===== config.mk =====
export PLATFORM = sky130hd
export DESIGN_NAME = fetch_seq
export DESIGN_NICKNAME = d
export VERILOG_FILES = /design/src/rtl/fetch_seq.sv
export SDC_FILE = /design/constraint.sdc
export NUM_CORES = 1
export LEC_CHECK = 0
export CAP_MARGIN = 20
export CORE_AREA = 2 2 85 128
export DETAILED_ROUTE_END_ITERATION = 6
export DIE_AREA = 0 0 87 130
export PLACE_DENSITY_LB_ADDON = 0.2
export SLEW_MARGIN = 10
export SYNTH_ARGS = -nofsm -noshare
export SYNTH_HDL_FRONTEND = slang
export SYNTH_SLANG_ARGS = --single-unit

===== constraint.sdc =====
create_clock -name clk -period 2.7 [get_ports clk]
set_input_delay 0.54 -clock clk [delete_from_list [all_inputs] [get_ports clk]]
set_output_delay 0.54 -clock clk [all_outputs]
set_load 0.03 [all_outputs]

===== src/rtl/fetch_seq.sv =====
// Instruction fetch sequencer: IDLE -> REQ -> HOLD loop that drives next-PC and holds one fetched instruction.
// Optional misaligned-redirect trap is enabled by defining FETCH_MISALIGN_TRAP_EN.
module fetch_seq #(
    parameter logic [31:0] RESET_PC = 32'h00000000
) (
    input  logic        clk,
    input  logic        rst,
    input  logic [31:0] pc,
    output logic [31:0] pcNext,
    input  logic        stall,
    input  logic        redirect,
    input  logic [31:0] redirectPc,
    output logic        imemReq,
    output logic [31:0] imemAddr,
    input  logic        imemAck,
    input  logic [31:0] imemData,
    output logic [31:0] instr,
    output logic [31:0] instrPc,
    output logic        instrValid,
    output logic        misalignTrap
);

    typedef enum logic [1:0] {
        IDLE = 2'd0,
        REQ  = 2'd1,
        HOLD = 2'd2
    } state_t;

    state_t      state_r;
    state_t      state_s;
    logic        retire_s;
    logic        bad_target_s;
    logic        bad_take_s;
    logic [31:0] target_s;
    logic [31:0] instr_r;
    logic [31:0] instr_pc_r;
    logic        valid_r;

    // Retire decode and redirect-target qualification
    always_comb begin
        retire_s = (state_r == HOLD) && !stall;
`ifdef FETCH_MISALIGN_TRAP_EN
        bad_target_s = redirect && (redirectPc[1:0] != 2'b00);
        target_s     = redirectPc;
`else
        bad_target_s = 1'b0;
        target_s     = redirectPc & 32'hFFFF_FFFC;
`endif
        bad_take_s = retire_s && bad_target_s;
    end

    // Next-state logic
    always_comb begin
        state_s = state_r;
        case (state_r)
            IDLE: state_s = REQ;
            REQ: begin
                if (imemAck) begin
                    state_s = HOLD;
                end else begin
                    state_s = REQ;
                end
            end
            HOLD: begin
                // A trapped redirect keeps the instruction parked in HOLD
                if (retire_s && !bad_take_s) begin
                    state_s = REQ;
                end else begin
                    state_s = HOLD;
                end
            end
            default: state_s = IDLE;
        endcase
    end

    // Next-PC selection for the external PC register
    always_comb begin
        pcNext = pc;
        if (rst) begin
            pcNext = RESET_PC;
        end else if (retire_s && redirect && !bad_target_s) begin
            pcNext = target_s;
        end else if (retire_s && !redirect) begin
            pcNext = pc + 32'd4;
        end else begin
            pcNext = pc;
        end
    end

    // State register
    always_ff @(posedge clk) begin
        if (rst) begin
            state_r <= IDLE;
        end else begin
            state_r <= state_s;
        end
    end

    // Captured instruction, its address and the valid flag
    always_ff @(posedge clk) begin
        if (rst) begin
            instr_r    <= 32'h00000000;
            instr_pc_r <= 32'h00000000;
            valid_r    <= 1'b0;
        end else if ((state_r == REQ) && imemAck) begin
            instr_r    <= imemData;
            instr_pc_r <= pc;
            valid_r    <= 1'b1;
        end else if (retire_s && !bad_take_s) begin
            valid_r    <= 1'b0;
        end else begin
            valid_r    <= valid_r;
        end
    end

`ifdef FETCH_MISALIGN_TRAP_EN
    logic trap_r;

    // One-cycle pulse following a refused misaligned redirect
    always_ff @(posedge clk) begin
        if (rst) begin
            trap_r <= 1'b0;
        end else begin
            trap_r <= bad_take_s;
        end
    end

    assign misalignTrap = trap_r;
`else
    assign misalignTrap = 1'b0;
`endif

    assign imemReq    = (state_r == REQ);
    assign imemAddr   = pc;
    assign instr      = instr_r;
    assign instrPc    = instr_pc_r;
    assign instrValid = valid_r;

endmodule


**After elaboration in Yosys (flattened, before gate mapping)**

Index checks and enable logic that the tools add are counted.

- Bits of input ports: 101
- Register bits after elaboration: 67
- Output and inout bits: 131
- Word-level logic and storage cells: 23

- Add/sub/neg operators: 1
- Reduce and logical (&&, ||, !) cells: 8
- Mux-type cells: 8
- Eq/ne operators: 2

Operators by type and width:

| kind | count |
|---|---|
| $mux W32 | 3 |
| $add A32 B3 Y32 const B | 1 |
| $pmux W2 S3 | 1 |
| $logic_and A1 B1 Y1 | 4 |
| $mux W2 | 2 |
| $eq A2 B1 Y1 const B | 1 |
| $eq A2 B2 Y1 const B | 1 |
| $logic_not A1 Y1 | 2 |
| $logic_not A2 Y1 | 1 |
| $mux W1 | 2 |
| $reduce_bool A2 Y1 | 1 |

**Longest topological paths before layout**

- Depth in word-level cells: 6
- Gate-level depth with buffers: 7
- Gate-level depth less buffers: 5

**Worst setup path before layout**

No wires, ideal clock.

- Path kind: input to output
- Start: input pc[17]
- End: output pcNext[30]
- Stages: 7
- Arrival time: 2.441 ns
- Path slack: -0.281 ns
- Buffers on the path: 2
- Data required time: 2.160 ns
- Path through: buf_2 > nand3_1 > or3_1 > buf_6 > nor3_2 > nand4_1 > a311oi_1

- Cells in the longest elaborated chain, start to end: 4

RTL lines:

| item | line | text |
|---|---|---|
| start: declaration | 8 | `input logic [31:0] pc,` |
| $add A32 B3 Y32 | 84 | `pcNext = pc + 32'd4;` |
| $mux W32 | 83 | `end else if (retire_s && !redirect) begin` |
| $mux W32 | 81 | `end else if (retire_s && redirect && !bad_target_s) begin` |
| $mux W32 | 79 | `if (rst) begin` |
| end: declaration | 9 | `output logic [31:0] pcNext,` |

No other way between the ends.

**Worst setup path after layout**

- Start: input stall
- End: output pcNext[19]

- Cells in the longest elaborated chain, start to end: 6
- Elaborated cells on any way between the ends: 7
- Those cells by class: mux: 3; reduce/logical: 4

RTL lines:

| item | line | text |
|---|---|---|
| start: declaration | 10 | `input logic stall,` |
| $logic_not A1 Y1 (*) | 41 | `retire_s = (state_r == HOLD) && !stall;` |
| $logic_and A1 B1 Y1 (*) | 41 |  |
| $logic_and A1 B1 Y1 | 83 |  |
| $mux W32 | 83 |  |
| $mux W32 (*) | 81 |  |
| $mux W32 (*) | 79 |  |

Every way passes the cells marked *; elsewhere a longest branch is shown, timed or not.

==> results.py <==
metrics = {
    "sta": {
        "finalSetupViolCount": 1,
        "finClkSkew_ns": 0.00637,
        "min_period_ns": 2.71,
        "fin_ws_ns": -0.0126,
        "fin_setup_tns_ns": -0.0126,
        "hold_viol": 0,
        "maxSlewHeadroom": 0.660,
        "drv_slew": 0,
        "rsz0062_at_grt": "true",
        "worst_slew_pin_slew_ns": 0.508,
        "post-route-period-util": 1.00,
        "max_freq_mhz": 369,
    },
    "synth": {
        "synth_adder_area_share": 0.00336,
        "avgSynthCellArea_um2": 7.38,
        "synthArstFlopShare": 0,
        "synth_edf_count": 0,
        "synth-main-ff-cell": "dfxtp_1",
        "synth_top_family_by_area": "simple AND/OR/NAND/NOR gates",
        "yosys.area_share.xor_xnor": 0.0518,
        "ys_seq_area_frac": 0.361,
        "synthTopCellsByCount": "139 x nand2_1, 68 x a21oi_1, 67 x dfxtp_1",
        "syn-num-nets": 606,
        "syn_area_um2": 3720,
        "netlist_instances": 504,
        "yosys_warnings": 0,
        "synthDistinctLibCells": 41,
        "ys_seq_elements": 67,
        "yosys-top-cells-area": "dfxtp_1 36%, nand2_1 14%, a21oi_1 9.1%, buf_4 6.9%, xnor2_1 4.7%",
        "yosysTopAreaCellShare": 0.361,
        "synth_mux_area_frac": 0.00538,
        "synth_area_leader_cell": "dfxtp_1",
        "synth_compound_area_frac": 0.164,
        "synth_most_common_cell": "nand2_1",
        "yosys.area_share.simple": 0.297,
    },
    "min_path": {
        "hold_depth": 2,
        "hp-start": "instr[25]$_SDFFE_PP0P_",
        "min_to": "instr[25]$_SDFFE_PP0P_",
        "holdCritPathClass": "flop to flop",
    },
    "placement": {
        "place.gp.congestion": 0.858,
        "io_buffers": 228,
        "hpwlAfterDp_mm": 10.1,
        "dpl.cell_count": 844,
    },
    "cells_and_area": {
        "final_nets": 851,
        "area_growth_pct": 88.7,
        "fill_cells": 848,
        "drive_above_1_share": 0.272,
        "regArea_um2": 1340,
        "multiInputGateArea_um2": 2310,
        "finalNonFillerCells": 875,
    },
    "global_route": {
        "antenna_found_initial": 0,
        "grt_usage": 0.238,
        "grt_pass1_vias": 4294,
        "grt_max_degree": 64,
        "grt-ovfl-total": 0,
        "grt_pass1_wl_mm": 21.2,
    },
    "floorplanning": {
        "dieHeight_um": 130,
        "core_um2": 10300,
        "ios": 232,
        "die_w_um": 87,
        "dieArea_um2": 11300,
        "initial_core_util": 0.361,
        "num_rows": 46,
    },
    "worst_setup_path": {
        "reg2reg_from": "state_r[1]$_SDFF_PP0_",
        "r2r_slack_ns": 1.08,
        "startpoint_type": "input pin",
        "critPathRequiredTime_ns": 2.16,
        "cp-end-kind": "output pin",
        "worstSetupPathType": "input pin to output pin",
        "rr_endpoint": "instrPc[30]$_SDFFE_PP0P_",
        "critPathArrivalTime_ns": 2.17,
        "r2r_cells": 6,
        "crit_fanout": 5,
    },
    "route": {
        "wl_per_cell_um": 15.8,
        "dr.pass1.iters": 5,
        "drc": 0,
        "avgViaCountPerCell": 5.04,
        "finalWirelength_mm": 13.9,
        "ant_nets": 0,
        "drt_iter0_drc": 149,
        "vias": 4413,
    },
    "clock_network": {
        "insertion_delay_ns": 0.33,
        "numCtsBuffers": 9,
        "ctsRootBufferMaster": "clkbuf_16",
        "cts_max_level": 3,
        "cts_buffer_depth": 2,
        "clock-sinks": 67,
        "cts_hold_buffers": 0,
        "path_clk_slew_ns": 0.05,
        "cts_tree": "built",
    },
    "status": {
        "violations": "negative setup slack",
        "status": "complete, but fails checks",
    },
    "flow_run": {
        "maxCapViolations": 0,
    },
    "power_and_ir_drop": {
        "finalPower_uw": 3110,
        "vdd_drop_max_mv": 0.288,
        "powerDensity_nw_per_um2": 443,
        "leakagePower_uw": 0.00279,
    },
}
metal layers:
layer  share of wire  global-route usage  up-vias
li1                -                   -     2162
met1            0.36               0.249     2050
met2            0.55               0.446      168
met3           0.058              0.0506       33
met4           0.034               0.107        0
met5               0                   0        -
where the power goes:
part	internal, uW	switching, uW
Sequential	1040	23.7
Clock	719	459
Combinational	405	466
Total	2160	949
timing repair:
item / 4_1_cts / 5_1_grt
endpoints found under the setup margin: 28 / 17
setup buffers: 8 / 7
pin swaps: 32 / 34
gates resized for setup: 126 / 48
cloned: 1 / 0
worst max path at each step:
stage,from,endpoint,slack (ns),cells after the start
6_report,stall,pcNext[19],-0.01,9
4_1_cts,pc[17],pcNext[28],0.003,8
3_3_place_gp,stall,pcNext[28],-0.44,8
3_5_place_dp,stall,pcNext[9],-0.51,7
2_1_floorplan,stall,pcNext[7],-0.14,5
5_1_grt,state_r[0]$_SDFF_PP0_,pcNext[19],-0.10,8
cell type report:
class,instances,area share
diodes,1,0.000356
clock buffers,9,0.0321
clock inverters,7,0.0109
inverters,4,0.00214
multi-input cells,361,0.328
flip-flops and latches,67,0.191
well taps,120,0.0214
repair buffers,306,0.413
sequential cells by signal (all words and copies together), names as in the netlist:
name        flops
instrPc        32
instr          32
state_r         2
instrValid      1
stage by stage:
step | hold slack, ns | setup slack, ns | util | cell area [um2]
floorplan | 0.500 | -0.140 | - | 3810
global route | 0.476 | -0.104 | 0.681 | 7020
global placement | 0.441 | -0.436 | 0.611 | 6300
CTS | 0.454 | 0.00341 | 0.661 | 6810
detailed placement | 0.446 | -0.508 | 0.611 | 6300
finish | 0.452 | -0.0126 | 0.681 | 7020
cells in the final DEF, fill, tap and decap left out, types with 3 or more instances in the layout:
cell type / instances
a211oi_1: 6
a211oi_2: 16
a21oi_1: 68
a311oi_2: 4
buf_12: 5
buf_2: 4
buf_4: 91
buf_6: 23
buf_8: 4
clkbuf_16: 9
clkdlybuf4s50_1: 165
dfxtp_1: 65
dlygate4sd2_1: 8
dlymetal6s2s_1: 3
inv_1: 4
nand2_1: 137
nand3_1: 5
nand3_4: 3
nand4_1: 8
nor2_1: 34
nor3_1: 3
nor4_4: 11
o21ai_0: 5
or3_1: 5
xnor2_1: 15
xnor2_2: 5
cells by family after synthesis:
group                    Yosys count
adder cells (fa/ha/maj)            1
multiplexers                       2
AND/OR/NAND/NOR                  231
other                              1
AO/OA/AOI/OAI                    104
XOR/XNOR                          22
flip-flops                        67
buffers and inverters             76
critical path: stages:
cell,delay (ns)
buf_2,0.12
nor3b_4,0.19
buf_6,0.15
nand4_4,0.14
buf_6,0.18
nor4_4,0.27
xnor2_1,0.11
a211oi_1,0.26
buf_4,0.21
Note: power is estimated with default switching activity, not from simulation.
